$ cat config.mk
export PLATFORM = sky130hd
export DESIGN_NAME = fwd_hazard_unit
export DESIGN_NICKNAME = d
export VERILOG_FILES = /design/src/rtl/fwd_hazard_unit_pkg.sv /design/src/rtl/fwd_hazard_unit_port_sel.sv /design/src/rtl/fwd_hazard_unit.sv
export SDC_FILE = /design/constraint.sdc
export NUM_CORES = 1
export LEC_CHECK = 0
export BUFFER_PORTS_ARGS = -buffer_cell sky130_fd_sc_hd__buf_2
export CELL_PAD_IN_SITES_DETAIL_PLACEMENT = 0
export CELL_PAD_IN_SITES_GLOBAL_PLACEMENT = 1
export CORE_MARGIN = 10
export CORE_UTILIZATION = 23
export DETAILED_ROUTE_END_ITERATION = 6
export GPL_TIMING_DRIVEN = 0
export PLACE_DENSITY_LB_ADDON = 0.08
export SLEW_MARGIN = 30
export SYNTH_ARGS = -nofsm -noshare
export SYNTH_HDL_FRONTEND = slang
export SYNTH_SLANG_ARGS = --single-unit
export TNS_END_PERCENT = 10
$ cat constraint.sdc
create_clock -name clk -period 1.93 [get_ports clk]
set_clock_uncertainty 0.05 [all_clocks]
set_input_delay 0.386 -clock clk [delete_from_list [all_inputs] [get_ports clk]]
set_output_delay 0.386 -clock clk [all_outputs]
set_load 0.005 [all_outputs]
$ cat src/rtl/fwd_hazard_unit_pkg.sv
// Shared types and constants for the EX operand forwarding / load-use hazard unit.
package fwd_hazard_unit_pkg;

   localparam int unsigned DEFAULT_REG_AW = 5;
   // Tracking entries store rd at this fixed width; narrower REG_AW values are zero-extended.
   localparam int unsigned REG_AW_MAX     = 8;
   localparam int unsigned ZERO_REG       = 0;
   localparam int unsigned SEL_RF         = 0;

   typedef struct packed {
      logic                  v;
      logic                  wen;
      logic                  load;
      logic [REG_AW_MAX-1:0] rd;
   } trk_entry_t;

endpackage

$ cat src/rtl/fwd_hazard_unit_port_sel.sv
// Per-operand forwarding select: youngest matching producer, ready check and data mux.
module fwd_port_sel
   import fwd_hazard_unit_pkg::*;
#(
   parameter int unsigned XLEN       = 32,
   parameter int unsigned REG_AW     = DEFAULT_REG_AW,
   parameter int unsigned STAGES     = 3,
   parameter int unsigned LOAD_READY = 2,
   localparam int unsigned SELW      = $clog2(STAGES)
)(
   input  trk_entry_t        ent [STAGES],
   input  logic [REG_AW-1:0] rs,
   input  logic [XLEN-1:0]   reg_data,
   input  logic [STAGES*XLEN-1:0] stage_data,
   output logic [SELW-1:0]   fwd_sel,
   output logic [XLEN-1:0]   fwd_data,
   output logic              not_ready
);

   always_comb begin : match_mux
      logic found;
      found     = 1'b0;
      fwd_sel   = SELW'(SEL_RF);
      fwd_data  = reg_data;
      not_ready = 1'b0;
      // Entry 0 is still executing, so the search starts at MEM.
      for (int unsigned i = 1; i < STAGES; i++) begin
         if (!found && ent[i].v && ent[i].wen && (rs != REG_AW'(ZERO_REG)) &&
             (ent[i].rd == REG_AW_MAX'(rs))) begin
            found = 1'b1;
            if (!ent[i].load || (i >= LOAD_READY)) begin
               fwd_sel  = SELW'(i);
               fwd_data = stage_data[i*XLEN +: XLEN];
            end else begin
               not_ready = 1'b1;
            end
         end
      end
   end

endmodule

$ cat src/rtl/fwd_hazard_unit.sv
// In-flight write tracking, load-use stall generation and per-port operand forwarding.
module fwd_hazard_unit
   import fwd_hazard_unit_pkg::*;
#(
   parameter int unsigned XLEN       = 32,
   parameter int unsigned REG_AW     = DEFAULT_REG_AW,
   parameter int unsigned NUM_RD     = 2,
   parameter int unsigned STAGES     = 3,
   parameter int unsigned LOAD_READY = 2,
   localparam int unsigned SELW      = $clog2(STAGES)
)(
   input  logic                     clk,
   input  logic                     rst,
   input  logic                     id_valid,
   input  logic                     id_wen,
   input  logic                     id_is_load,
   input  logic [REG_AW-1:0]        id_rd,
   input  logic [NUM_RD*REG_AW-1:0] id_rs,
   input  logic                     flush,
   input  logic [NUM_RD*XLEN-1:0]   ex_reg_data,
   input  logic [STAGES*XLEN-1:0]   stage_data,
   output logic [NUM_RD*XLEN-1:0]   fwd_data,
   output logic [NUM_RD*SELW-1:0]   fwd_sel,
   output logic                     stall,
   output logic                     hazard_err
);

   trk_entry_t        entry_q [STAGES];
   trk_entry_t        entry_d [STAGES];
   logic [REG_AW-1:0] ex_rs_q [NUM_RD];
   logic [REG_AW-1:0] ex_rs_d [NUM_RD];
   logic              hazard_err_q, hazard_err_d;
   logic [NUM_RD-1:0] port_not_ready;
   logic              issue;

   // A younger writer of the same rd decides; only a load at index < LOAD_READY-1 stalls.
   always_comb begin : stall_logic
      logic              found;
      logic              hit;
      logic [REG_AW-1:0] rs;
      hit = 1'b0;
      for (int unsigned p = 0; p < NUM_RD; p++) begin
         found = 1'b0;
         rs    = id_rs[p*REG_AW +: REG_AW];
         for (int unsigned j = 0; j + 1 < LOAD_READY; j++) begin
            if (!found && entry_q[j].v && entry_q[j].wen && (rs != REG_AW'(ZERO_REG)) &&
                (entry_q[j].rd == REG_AW_MAX'(rs))) begin
               found = 1'b1;
               if (entry_q[j].load) hit = 1'b1;
            end
         end
      end
      stall = id_valid && !flush && hit;
   end

   assign issue = id_valid && !stall && !flush;

   always_comb begin
      entry_d[0] = '0;
      if (issue) begin
         entry_d[0].v    = 1'b1;
         entry_d[0].wen  = id_wen;
         entry_d[0].load = id_is_load;
         entry_d[0].rd   = REG_AW_MAX'(id_rd);
      end
      for (int unsigned i = 1; i < STAGES; i++) entry_d[i] = entry_q[i-1];
      for (int unsigned p = 0; p < NUM_RD; p++) begin
         ex_rs_d[p] = issue ? id_rs[p*REG_AW +: REG_AW] : ex_rs_q[p];
      end
      // A bubble in EX carries stale source registers, so it cannot raise the error.
      hazard_err_d = hazard_err_q || (entry_q[0].v && (|port_not_ready));
   end

   always_ff @(posedge clk) begin
      if (rst) begin
         for (int unsigned i = 0; i < STAGES; i++) entry_q[i] <= '0;
         for (int unsigned p = 0; p < NUM_RD; p++) ex_rs_q[p] <= '0;
         hazard_err_q <= 1'b0;
      end else begin
         for (int unsigned i = 0; i < STAGES; i++) entry_q[i] <= entry_d[i];
         for (int unsigned p = 0; p < NUM_RD; p++) ex_rs_q[p] <= ex_rs_d[p];
         hazard_err_q <= hazard_err_d;
      end
   end

   assign hazard_err = hazard_err_q;

   for (genvar p = 0; p < NUM_RD; p++) begin : g_port
      fwd_port_sel #(
         .XLEN       (XLEN),
         .REG_AW     (REG_AW),
         .STAGES     (STAGES),
         .LOAD_READY (LOAD_READY)
      ) u_sel (
         .ent        (entry_q),
         .rs         (ex_rs_q[p]),
         .reg_data   (ex_reg_data[p*XLEN +: XLEN]),
         .stage_data (stage_data),
         .fwd_sel    (fwd_sel[p*SELW +: SELW]),
         .fwd_data   (fwd_data[p*XLEN +: XLEN]),
         .not_ready  (port_not_ready[p])
      );
   end

endmodule
==> results of run 1 <==
-- worst max-delay path by stage --
stage	slack, ns	from	endpoint	cells past startpoint
2_1_floorplan	-0.04	ex_rs_q[0][7]	fwd_data[54]	7
3_3_place_gp	-0.53	ex_rs_q[0][0]	fwd_data[10]	7
3_5_place_dp	-0.50	ex_rs_q[0][0]	fwd_data[21]	7
4_1_cts	-0.55	ex_rs_q[0][7]	fwd_data[43]	8
5_1_grt	-0.71	ex_rs_q[0][5]	fwd_data[62]	8
6_report	-0.63	ex_rs_q[0][5]	fwd_data[43]	8
-- cell type report --
class	count	area (sq um)
antenna	2	5.005
timing repair buffer	229	1209
buffer	25	262.8
clock inverter	3	45.04
fill	1272	7351
clock buffer	5	125.1
tap	168	210.2
sequential	34	725.7
multi-input combinational	250	2121
inverter	2	7.507
-- sequential cells by signal (all words and copies together) (netlist names) --
register,count
entry_d,16
entry_q,7
ex_rs_q,10
hazard_err,1
-- worst max-delay path: cells and delay by family, from the launching register on --
kind | cells | cell delay [ns]
buffers and inverters | 3 | 0.44
and+or+nand+nor | 2 | 0.42
AOI/OAI and AO/OA | 2 | 0.42
DFF | 1 | 0.36
xor gates and xnor gates | 1 | 0.19
-- timing repair --
action | CTS | global route
setup endpoints to repair | 75 | 79
cloned | 1 | 1
gates resized for setup | 38 | 24
setup buffers | 7 | 2
pin swaps | 26 | 7
-- stage by stage --
stage          total power (W)  TNS [ns]  worst slack [ns]
6_report              0.002174    -37.62           -0.6336
4_1_cts               0.002182    -34.68           -0.5525
5_1_grt               0.002270    -44.36           -0.7057
3_5_place_dp          0.001235    -31.88           -0.5001
3_3_place_gp          0.001227    -31.75           -0.5319
2_1_floorplan        0.0009470    -2.399          -0.04486
-- cell families after synthesis --
| group | after synthesis | synth area share (%) |
|---|---|---|
| compound gates | 137 | 40.04 |
| xor+xnor | 28 | 8.615 |
| buf+inv | 27 | 6.637 |
| flops | 34 | 23.91 |
| mux | 10 | 3.517 |
| simple gates | 75 | 17.28 |
-- cell usage after synthesis (3+ instances only) --
cell type	n
sky130_fd_sc_hd__a21o_1	65
sky130_fd_sc_hd__a22o_1	64
sky130_fd_sc_hd__dfxtp_1	34
sky130_fd_sc_hd__nand2b_1	19
sky130_fd_sc_hd__nor2b_1	16
sky130_fd_sc_hd__xnor2_1	16
sky130_fd_sc_hd__xor2_1	12
sky130_fd_sc_hd__mux2i_1	10
sky130_fd_sc_hd__buf_2	7
sky130_fd_sc_hd__buf_4	7
sky130_fd_sc_hd__buf_6	7
sky130_fd_sc_hd__nor3_1	6
sky130_fd_sc_hd__nand2_1	5
sky130_fd_sc_hd__nor2_1	5
sky130_fd_sc_hd__and3b_2	4
sky130_fd_sc_hd__clkbuf_1	4
sky130_fd_sc_hd__nor4_1	4
sky130_fd_sc_hd__and3b_1	3
sky130_fd_sc_hd__nand3_1	3
sky130_fd_sc_hd__nand4_1	3
-- layer usage --
metal	track usage (%)	share of wire [%]	routed length, microns	up-vias
li1	-	-	-	1649
met1	16.88	41	5613	1572
met2	27.15	52	7248	138
met3	3.735	5.9	820	10
met4	3.500	0.98	135	0
met5	0	0	0	-
-- power breakdown --
group / total, W / internal, W / switching (W)
sequential: 0.000746 / 0.000717 / 0.0000295
clock: 0.000922 / 0.000608 / 0.000314
combinational: 0.000506 / 0.000284 / 0.000222
total: 0.00217 / 0.00161 / 0.000565
==> impl_metrics.prom, run 1 <==
# TYPE chip_impl_metric gauge
chip_impl_metric{name="clock_pin_transition_on_the_worst_setup_and_hold_timing_paths",unit="ns"} 0.06
chip_impl_metric{name="reported_max_cap_violation_count",unit=""} 0
chip_impl_metric{name="max_clock_freq",unit="GHz"} 0.3901
chip_impl_info{name="synthDominantAreaCellType",value="sky130_fd_sc_hd__dfxtp_1"} 1
chip_impl_info{name="ys_dominant_reg_cell",value="sky130_fd_sc_hd__dfxtp_1"} 1
chip_impl_info{name="worst_path_max_delay_cell",value="sky130_fd_sc_hd__dfxtp_4"} 1
chip_impl_metric{name="reg2regPathDepth",unit=""} 5
chip_impl_metric{name="post-route-period-util",unit="%"} 132.8
chip_impl_metric{name="instances_no_fill",unit=""} 718
chip_impl_metric{name="cts.htree.levels",unit=""} 2
chip_impl_metric{name="power_per_cell_area",unit="nW/um^2"} 461.6
chip_impl_metric{name="synth_cell_types",unit=""} 32
chip_impl_metric{name="netlist_instances",unit=""} 311
chip_impl_metric{name="dpl.hpwl",unit="microns"} 11280
chip_impl_metric{name="clock_sink_count",unit=""} 34
chip_impl_metric{name="max-vdd-ir-drop",unit="mV"} 0.4142
chip_impl_info{name="crit_path_end_kind",value="output pin"} 1
chip_impl_metric{name="core_region_area",unit="sq um"} 12060
chip_impl_metric{name="synth.avg_cell_area",unit="sq um"} 9.153
chip_impl_metric{name="worst_ep_arrival_time",unit="ns"} 2.13
chip_impl_metric{name="synth.net_count",unit=""} 492
chip_impl_metric{name="period_needed",unit="ns"} 2.564
chip_impl_metric{name="cts_hold_repair.buffers",unit=""} 0
chip_impl_metric{name="antenna_found_initial",unit=""} 2
chip_impl_metric{name="final_design_area_no_fill",unit="sq um"} 4711
chip_impl_info{name="critical_path.most_common_cell",value="sky130_fd_sc_hd__buf_6"} 1
chip_impl_info{name="timing.critical_path.from_type",value="flip-flop"} 1
chip_impl_metric{name="cp_max_fo",unit=""} 10
chip_impl_metric{name="largest_net_degree_at_the_start_of_global_routing",unit=""} 13
chip_impl_metric{name="synth-seq-area-share",unit="%"} 23.91
chip_impl_metric{name="warnings_from_yosys",unit=""} 0
chip_impl_metric{name="insertion_delay",unit="ns"} 0.28
chip_impl_metric{name="final_core_utilization",unit="%"} 39.06
chip_impl_metric{name="antenna_violating_nets_post_route",unit=""} 0
chip_impl_metric{name="hold_depth",unit=""} 2
chip_impl_info{name="hold_path.startpoint",value="id_rd[3]"} 1
chip_impl_metric{name="timing.hold.ws",unit="ns"} 0.2888
chip_impl_metric{name="detail_route.first_pass.iterations",unit=""} 4
chip_impl_metric{name="synth-seq-cells",unit=""} 34
chip_impl_info{name="hold_path_class",value="in2reg"} 1
chip_impl_metric{name="grt_pass1_vias",unit=""} 3540
chip_impl_metric{name="std_cell_rows",unit=""} 40
chip_impl_metric{name="cp_data_required_time",unit="ns"} 1.49
chip_impl_metric{name="worst-slew-pin-transition",unit="ns"} 0.5022
chip_impl_info{name="clk_root_buffer_cell",value="sky130_fd_sc_hd__clkbuf_16"} 1
chip_impl_metric{name="fp.dieArea",unit="sq um"} 17230
chip_impl_metric{name="drive_gt1_share",unit="%"} 54.93
chip_impl_metric{name="num_vias",unit=""} 3369
chip_impl_metric{name="drt_drc_violations_left",unit=""} 0
chip_impl_metric{name="globalRouteOverflowTotal",unit=""} 0
chip_impl_metric{name="max-slew-margin-rel",unit="%"} 66.52
chip_impl_metric{name="gp_congestion",unit=""} 0.7768
chip_impl_metric{name="placed_cell_area",unit="sq um"} 4172
chip_impl_metric{name="timing_max_transition_violations_final",unit=""} 0
chip_impl_metric{name="wl_per_cell",unit="microns"} 19.24
chip_impl_info{name="synth.area.top_cells",value="sky130_fd_sc_hd__dfxtp_1 (24%), sky130_fd_sc_hd__a22o_1 (20%), sky130_fd_sc_hd__a21o_1 (17%)"} 1
chip_impl_metric{name="die_width",unit="microns"} 131.2
chip_impl_info{name="worstReg2RegStart",value="entry_d[13]"} 1
chip_impl_metric{name="edff_count_synth",unit=""} 0
chip_impl_info{name="violations",value="setup timing"} 1
chip_impl_metric{name="number_of_buffers_added_on_ports",unit=""} 218
chip_impl_info{name="reg2reg_to",value="ex_rs_q[0][1]"} 1
chip_impl_metric{name="setup_viol_count_final",unit=""} 69
chip_impl_metric{name="die_boundary_height",unit="microns"} 131.2
chip_impl_metric{name="setup_ws",unit="ns"} -0.6336
chip_impl_metric{name="postSynth.asyncResetShare",unit="%"} 0
chip_impl_metric{name="timing_hold_violations_final",unit=""} 0
chip_impl_metric{name="io_pins",unit=""} 251
chip_impl_metric{name="effective_utilization_at_floorplan",unit="%"} 23.60
chip_impl_info{name="final_cell_mix",value="sky130_fd_sc_hd__buf_2 (217), sky130_fd_sc_hd__a21o_1 (65), sky130_fd_sc_hd__a22o_1 (64)"} 1
chip_impl_info{name="timing.setup.critical_path_class",value="reg2out"} 1
chip_impl_metric{name="critPathMaxStageDelay",unit="ns"} 0.36
chip_impl_metric{name="dp_cells",unit=""} 697
chip_impl_info{name="mostFrequentLayoutCell",value="sky130_fd_sc_hd__buf_2"} 1
chip_impl_info{name="cts_tree",value="yes"} 1
chip_impl_metric{name="gr-usage-all-layers",unit="%"} 14.90
chip_impl_metric{name="design.final.nets",unit=""} 728
chip_impl_metric{name="initialDrtViolationCount",unit=""} 167
chip_impl_metric{name="cellLeakagePower",unit="nW"} 2.483
chip_impl_metric{name="syn_area",unit="sq um"} 2846
chip_impl_metric{name="grt_pass1_wl",unit="microns"} 20900
chip_impl_metric{name="reg2reg_slack",unit="ns"} 0.06
chip_impl_metric{name="number_of_buffers_on_the_longest_clock_path",unit=""} 2
chip_impl_info{name="status",value="complete, but fails checks"} 1
chip_impl_info{name="grt_setup_unrepaired",value="true"} 1
chip_impl_metric{name="detail_route.wirelength",unit="microns"} 13820
chip_impl_info{name="critical_path.cell_chain",value="xor2_2 > nor4_4 > o2111a_1 > buf_6 > nor2_4 > buf_6 > a21o_1 > buf_2"} 1
chip_impl_metric{name="vias_per_cell",unit=""} 4.692
chip_impl_metric{name="cts_made_buffers",unit=""} 5
chip_impl_metric{name="post_synthesis_to_final_layout_area_growth",unit="%"} 65.49
chip_impl_metric{name="synth_top_cell_area_share",unit="%"} 23.91
chip_impl_info{name="holdPathEnd",value="entry_d[14]"} 1
No activity file was read; power rests on OpenSTA's default activity.
==> run 2: changes to the inputs <==
- CORE_UTILIZATION: 23 -> 26
- clock period: 1.93 -> 2.8 ns (I/O delays scaled with it)
==> run 2 against run 1 <==
Compared with the run above: the run now ends clean; sequential power is 30% lower; die area is 9.8% lower; combinational power is 34% lower; setup slack better by 0.75 ns; highest routed layer unchanged.
==> impl_metrics.prom, run 2 (synthesis gave the netlist of run 1 again) <==
# TYPE chip_impl_metric gauge
chip_impl_metric{name="reg2reg_slack",unit="ns"} 1.00
chip_impl_info{name="timing.setup.critical_path_class",value="reg2out"} 1
chip_impl_metric{name="finalPower",unit="W"} 0.001214
chip_impl_metric{name="drt_drc_violations_left",unit=""} 0
chip_impl_metric{name="detail_route.first_pass.iterations",unit=""} 4
chip_impl_info{name="cts_tree",value="yes"} 1
chip_impl_metric{name="cts.htree.levels",unit=""} 2
chip_impl_metric{name="number_of_buffers_on_the_longest_clock_path",unit=""} 2
chip_impl_metric{name="effective_utilization_at_floorplan",unit="%"} 26.37
chip_impl_metric{name="antenna_violating_nets_post_route",unit=""} 0
chip_impl_metric{name="number_of_buffers_added_on_ports",unit=""} 218
chip_impl_metric{name="max-slew-margin-rel",unit="%"} 59.86
chip_impl_metric{name="die_width",unit="microns"} 124.6
chip_impl_metric{name="cp_data_required_time",unit="ns"} 2.19
chip_impl_metric{name="detail_route.wirelength",unit="microns"} 12550
chip_impl_metric{name="gr-usage-all-layers",unit="%"} 15.23
chip_impl_metric{name="cellLeakagePower",unit="nW"} 2.391
chip_impl_metric{name="clock_pin_transition_on_the_worst_setup_and_hold_timing_paths",unit="ns"} 0.07
chip_impl_metric{name="std_cell_rows",unit=""} 38
chip_impl_info{name="mostFrequentLayoutCell",value="sky130_fd_sc_hd__buf_2"} 1
chip_impl_metric{name="max_clock_freq",unit="GHz"} 0.3728
chip_impl_metric{name="clock_sink_count",unit=""} 34
chip_impl_metric{name="setup_viol_count_final",unit=""} 0
chip_impl_info{name="hold_path_class",value="reg2reg"} 1
chip_impl_metric{name="timing.setup.tns",unit="ns"} 0
chip_impl_metric{name="max-vdd-ir-drop",unit="mV"} 0.3551
chip_impl_metric{name="globalRouteOverflowTotal",unit=""} 0
chip_impl_metric{name="num_vias",unit=""} 3329
chip_impl_info{name="grt_setup_unrepaired",value="false"} 1
chip_impl_metric{name="largest_register_ffs",unit=""} 16
chip_impl_metric{name="post-route-period-util",unit="%"} 95.79
chip_impl_info{name="hold_path.startpoint",value="hazard_err"} 1
chip_impl_metric{name="io_pins",unit=""} 251
chip_impl_metric{name="die_boundary_height",unit="microns"} 124.6
chip_impl_metric{name="design.final.nets",unit=""} 724
chip_impl_metric{name="post_synthesis_to_final_layout_area_growth",unit="%"} 53.06
chip_impl_metric{name="fp.dieArea",unit="sq um"} 15530
chip_impl_metric{name="period_needed",unit="ns"} 2.682
chip_impl_metric{name="reported_max_cap_violation_count",unit=""} 0
chip_impl_metric{name="timing_max_transition_violations_final",unit=""} 0
chip_impl_metric{name="vias_per_cell",unit=""} 4.867
chip_impl_metric{name="nFillCells",unit=""} 1123
chip_impl_metric{name="power_per_cell_area",unit="nW/um^2"} 278.7
chip_impl_metric{name="grt_pass1_vias",unit=""} 3483
chip_impl_metric{name="timing_hold_violations_final",unit=""} 0
chip_impl_metric{name="reg2regPathDepth",unit=""} 5
chip_impl_info{name="status",value="finished clean"} 1
chip_impl_metric{name="initialDrtViolationCount",unit=""} 162
chip_impl_metric{name="antenna_found_initial",unit=""} 0
chip_impl_metric{name="hold_depth",unit=""} 2
chip_impl_metric{name="insertion_delay",unit="ns"} 0.28
chip_impl_info{name="clk_root_buffer_cell",value="sky130_fd_sc_hd__clkbuf_8"} 1
chip_impl_metric{name="largest_net_degree_at_the_start_of_global_routing",unit=""} 11
chip_impl_metric{name="gp_congestion",unit=""} 0.8357
chip_impl_metric{name="dpl.hpwl",unit="microns"} 10590
chip_impl_metric{name="wl_per_cell",unit="microns"} 18.35
chip_impl_info{name="reg2reg_to",value="ex_rs_q[0][2]"} 1
chip_impl_metric{name="core_region_area",unit="sq um"} 10790
chip_impl_metric{name="final_core_utilization",unit="%"} 40.37
chip_impl_metric{name="multi_input_area",unit="sq um"} 2033
chip_impl_metric{name="dp_cells",unit=""} 669
chip_impl_metric{name="worst-slew-pin-transition",unit="ns"} 0.5966
chip_impl_metric{name="num_antenna_cells",unit=""} 0
chip_impl_info{name="holdPathEnd",value="hazard_err"} 1
chip_impl_metric{name="seq_area",unit="sq um"} 695.7
chip_impl_metric{name="drive_gt1_share",unit="%"} 52.02
chip_impl_metric{name="worst_ep_arrival_time",unit="ns"} 2.07
chip_impl_info{name="worstReg2RegStart",value="entry_d[11]"} 1
chip_impl_metric{name="grt_pass1_wl",unit="microns"} 19790
chip_impl_metric{name="cts_made_buffers",unit=""} 5
chip_impl_info{name="final_cell_mix",value="sky130_fd_sc_hd__buf_2 (218), sky130_fd_sc_hd__a21o_1 (65), sky130_fd_sc_hd__a22o_1 (64)"} 1
chip_impl_metric{name="instances_no_fill",unit=""} 684
chip_impl_metric{name="cp_max_fo",unit=""} 10
chip_impl_info{name="crit_path_end_kind",value="output pin"} 1
chip_impl_info{name="timing.critical_path.from_type",value="flip-flop"} 1
-- run 2: repair_timing --
action,4_1_cts,5_1_grt
gates resized for setup,9,23
endpoints found under the setup margin,60,60
pin swaps,4,6
buffers inserted,4,3
hold buffers,0,0
-- run 2: stage by stage --
stage	setup slack, ns	area [sq um]	hold slack (ns)
detailed placement	0.1959	4113	0.3834
CTS	-0.04165	4253	0.4034
global route	0.003480	4357	0.4275
global placement	0.1960	4113	0.3865
finish	0.1179	4357	0.4021
floorplan	0.5836	2846	0.3888
-- run 2: area by class of cell --
class                   instances  share of cell area (%)
plain buffers                  25                   4.825
multi-input cells             250                   46.67
inverters                       2                  0.1723
repair buffers                225                   26.25
clock buffers                   7                   1.982
well taps                     140                   4.021
flip-flops and latches         34                   15.97
clock inverters                 1                  0.1149
-- run 2: worst max-delay path by stage --
stage	from	to	slack (ns)
global placement	ex_rs_q[0][0]	fwd_data[20]	0.20
global route	ex_rs_q[0][5]	fwd_data[59]	0.003
detailed placement	ex_rs_q[0][4]	fwd_data[23]	0.20
floorplan	ex_rs_q[0][1]	fwd_data[22]	0.58
CTS	ex_rs_q[0][5]	fwd_data[52]	-0.04
finish	entry_d[4]	fwd_data[52]	0.12
-- run 2: power by group --
part | switching, W | internal, W
logic | 0.000139 | 0.000193
registers | 0.0000194 | 0.000499
clock network | 0.000166 | 0.000198
total | 0.000324 | 0.000890
-- run 2: critical path, cell delays in order, from the launching register on --
cell,delay [ns]
sky130_fd_sc_hd__dfxtp_1,0.41
sky130_fd_sc_hd__xnor2_1,0.14
sky130_fd_sc_hd__nand4_1,0.14
sky130_fd_sc_hd__o2111a_1,0.26
sky130_fd_sc_hd__buf_4,0.17
sky130_fd_sc_hd__buf_6,0.15
sky130_fd_sc_hd__a22o_1,0.25
sky130_fd_sc_hd__a21o_1,0.15
sky130_fd_sc_hd__buf_2,0.12
-- run 2: layer usage --
layer / global-route usage [%] / share of wire [%] / vias to the layer above
met5: 0 / 0 / -
met4: 2.125 / 0.56 / 0
met3: 4.085 / 7.0 / 8
met2: 28.07 / 52 / 132
met1: 17.39 / 41 / 1555
li1: - / - / 1634
==> run 3: changes to the inputs <==
- clock period: 2.8 -> 2.57 ns (I/O delays scaled with it)
==> run 3 against run 2 <==
Compared with the run above: the flow now finishes with violations (setup timing); via count increased by 0.66%; wire length increased by 0.25%; combinational power increased by 11%; sequential share of layout area increased by 0.092 points; register-to-register slack got worse by 0.24 ns; critical endpoint is now fwd_data[56]; critical path type unchanged; final cell count increased by 0.15%; non-clock buffer count unchanged.
==> impl_metrics.prom, run 3 (synthesis gave the netlist of run 1 again) <==
# TYPE chip_impl_metric gauge
chip_impl_info{name="final_cell_mix",value="sky130_fd_sc_hd__buf_2 (218), sky130_fd_sc_hd__a21o_1 (65), sky130_fd_sc_hd__a22o_1 (64)"} 1
chip_impl_metric{name="critPathMaxStageDelay",unit="ns"} 0.37
chip_impl_metric{name="max-vdd-ir-drop",unit="mV"} 0.3850
chip_impl_metric{name="timing_hold_violations_final",unit=""} 0
chip_impl_metric{name="clock_sink_count",unit=""} 34
chip_impl_metric{name="combPwrFrac",unit="%"} 27.7
chip_impl_metric{name="antenna_violating_nets_post_route",unit=""} 0
chip_impl_metric{name="number_of_buffers_on_the_longest_clock_path",unit=""} 2
chip_impl_metric{name="cellLeakagePower",unit="nW"} 2.421
chip_impl_metric{name="core_region_area",unit="sq um"} 10790
chip_impl_metric{name="globalRouteMet2Util",unit="%"} 27.79
chip_impl_metric{name="critical_path_buf_inv_count",unit=""} 3
chip_impl_info{name="worst_path_max_delay_cell",value="sky130_fd_sc_hd__dfxtp_4"} 1
chip_impl_metric{name="setup_ws",unit="ns"} -0.05919
chip_impl_metric{name="power_per_cell_area",unit="nW/um^2"} 298.3
chip_impl_info{name="status",value="complete, but fails checks"} 1
chip_impl_info{name="cts_tree",value="yes"} 1
chip_impl_info{name="critical_path.cell_chain",value="xnor2_2 > nand4_1 > o2111a_1 > buf_6 > buf_6 > a22o_1 > a21o_1 > buf_2"} 1
chip_impl_info{name="grt_max_usage_layer",value="met2"} 1
chip_impl_metric{name="post_synthesis_to_final_layout_area_growth",unit="%"} 56.84
chip_impl_metric{name="gr-usage-all-layers",unit="%"} 15.23
chip_impl_metric{name="reported_max_cap_violation_count",unit=""} 0
chip_impl_metric{name="max-slew-margin-rel",unit="%"} 59.86
chip_impl_info{name="critical_path.most_common_cell",value="sky130_fd_sc_hd__buf_6"} 1
chip_impl_metric{name="timing.hold.ws",unit="ns"} 0.4020
chip_impl_metric{name="effective_utilization_at_floorplan",unit="%"} 26.37
chip_impl_metric{name="worst-slew-pin-transition",unit="ns"} 0.5966
chip_impl_metric{name="insertion_delay",unit="ns"} 0.28
chip_impl_metric{name="gp_congestion",unit=""} 0.8357
chip_impl_metric{name="num_vias",unit=""} 3351
chip_impl_info{name="grt_setup_unrepaired",value="true"} 1
chip_impl_metric{name="power_frac_clock",unit="%"} 30.0
chip_impl_metric{name="die_width",unit="microns"} 124.6
chip_impl_metric{name="vias_per_cell",unit=""} 4.892
chip_impl_metric{name="setup_viol_count_final",unit=""} 39
chip_impl_info{name="crit_family",value="compound AO/OA/AOI/OAI gates"} 1
chip_impl_metric{name="cts_made_buffers",unit=""} 5
chip_impl_metric{name="dpl.hpwl",unit="microns"} 10590
chip_impl_metric{name="globalRouteOverflowTotal",unit=""} 0
chip_impl_metric{name="power.share.switching",unit="%"} 27.02
chip_impl_metric{name="number_of_buffers_added_on_ports",unit=""} 218
chip_impl_metric{name="clock_pin_transition_on_the_worst_setup_and_hold_timing_paths",unit="ns"} 0.07
chip_impl_metric{name="grt_pass1_vias",unit=""} 3515
chip_impl_metric{name="cts_hold_repair.buffers",unit=""} 0
chip_impl_metric{name="die_boundary_height",unit="microns"} 124.6
chip_impl_metric{name="power.net_switching",unit="W"} 0.0003598
chip_impl_metric{name="initialDrtViolationCount",unit=""} 168
chip_impl_info{name="violations",value="setup timing"} 1
chip_impl_metric{name="timing_max_transition_violations_final",unit=""} 0
chip_impl_metric{name="cts.htree.levels",unit=""} 2
chip_impl_info{name="clk_root_buffer_cell",value="sky130_fd_sc_hd__clkbuf_8"} 1
chip_impl_metric{name="met3_usage",unit="%"} 4.085
chip_impl_info{name="mostFrequentLayoutCell",value="sky130_fd_sc_hd__buf_2"} 1
chip_impl_metric{name="drt_drc_violations_left",unit=""} 0
chip_impl_metric{name="grt_pass1_wl",unit="microns"} 19820
chip_impl_info{name="timing.setup.critical_path_class",value="reg2out"} 1
chip_impl_metric{name="power.internal",unit="W"} 0.0009718
chip_impl_metric{name="detail_route.wirelength",unit="microns"} 12590
chip_impl_metric{name="fp.dieArea",unit="sq um"} 15530
chip_impl_metric{name="largest_net_degree_at_the_start_of_global_routing",unit=""} 11
chip_impl_metric{name="grt.met1_usage",unit="%"} 17.45
chip_impl_metric{name="cp_data_required_time",unit="ns"} 2.01
chip_impl_metric{name="detail_route.first_pass.iterations",unit=""} 4
chip_impl_metric{name="design.final.nets",unit=""} 724
chip_impl_info{name="timing.critical_path.from_type",value="flip-flop"} 1
chip_impl_metric{name="period_needed",unit="ns"} 2.629
chip_impl_info{name="crit_path_end_kind",value="output pin"} 1
chip_impl_metric{name="wl_per_cell",unit="microns"} 18.37
chip_impl_metric{name="cp_max_fo",unit=""} 10
chip_impl_metric{name="max_clock_freq",unit="GHz"} 0.3803
chip_impl_metric{name="dpl_worst_slack",unit="ns"} 0.01191
chip_impl_metric{name="post-route-period-util",unit="%"} 102.3
chip_impl_metric{name="std_cell_rows",unit=""} 38
chip_impl_info{name="hold_path_class",value="reg2reg"} 1
chip_impl_metric{name="worst_ep_arrival_time",unit="ns"} 2.07
chip_impl_metric{name="io_pins",unit=""} 251
chip_impl_metric{name="seq_power_share",unit="%"} 42.2
chip_impl_metric{name="drive_gt1_share",unit="%"} 53.86
chip_impl_metric{name="antenna_found_initial",unit=""} 1
chip_impl_metric{name="largest_register_ffs",unit=""} 16
-- run 3: layout make-up --
| class | instances | area [sq um] |
|---|---|---|
| flip-flops and latches | 34 | 716.9 |
| repair buffers | 225 | 1151 |
| clock inverters | 1 | 5.005 |
| fillers | 1117 | 6329 |
| well taps | 140 | 175.2 |
| plain buffers | 25 | 240.2 |
| diodes | 1 | 2.502 |
| inverters | 2 | 7.507 |
| multi-input cells | 250 | 2079 |
| clock buffers | 7 | 86.33 |
-- run 3: worst min-delay path, cell delays in order (launching register included) --
cell and delay [ns]:
sky130_fd_sc_hd__dfxtp_1 0.31, sky130_fd_sc_hd__inv_1 0.05, sky130_fd_sc_hd__a21oi_1 0.05
-- run 3: final timing paths --
path	depth (start not counted)	start	end	slack, ns
max reg2reg	5	entry_d[11]	ex_rs_q[0][2]	0.76
min	2	hazard_err	hazard_err	0.40
min reg2reg	2	hazard_err	hazard_err	0.40
max	8	ex_rs_q[0][9]	fwd_data[56]	-0.06
-- run 3: per-stage QoR --
stage | cells | power, W | util (%) | TNS (ns) | cell area (sq um)
2_1_floorplan | 311 | 0.0007103 | - | 0 | 2846
3_3_place_gp | 669 | 0.0009158 | 38.11 | 0 | 4113
3_5_place_dp | 669 | 0.0009213 | 38.11 | 0 | 4113
4_1_cts | 683 | 0.001345 | 40.53 | -1.738 | 4374
5_1_grt | 685 | 0.001414 | 41.36 | -7.001 | 4464
6_report | 685 | 0.001332 | 41.36 | -1.344 | 4464
-- run 3: routing by layer --
layer  share of wire (%)  routed length, microns  up-vias
met2                  52                    6516      129
met1                  41                    5109     1575
li1                    -                       -     1639
met4                0.68                      85        0
met3                 6.9                     874        8
met5                   0                       0        -
-- run 3: power by group through the flow --
stage | registers (W) | clock network (W) | logic (W)
6_report | 0.000563 | 0.000400 | 0.000369
4_1_cts | 0.000564 | 0.000416 | 0.000365
5_1_grt | 0.000565 | 0.000441 | 0.000408
3_3_place_gp | 0.000574 | 0 | 0.000342
2_1_floorplan | 0.000567 | 0 | 0.000143
3_5_place_dp | 0.000574 | 0 | 0.000348
-- run 3: timing repair --
item                                    CTS  global route
pin swaps                                11            20
gates resized for setup                  40            18
endpoints found under the setup margin   66            63
buffers inserted                          6             1
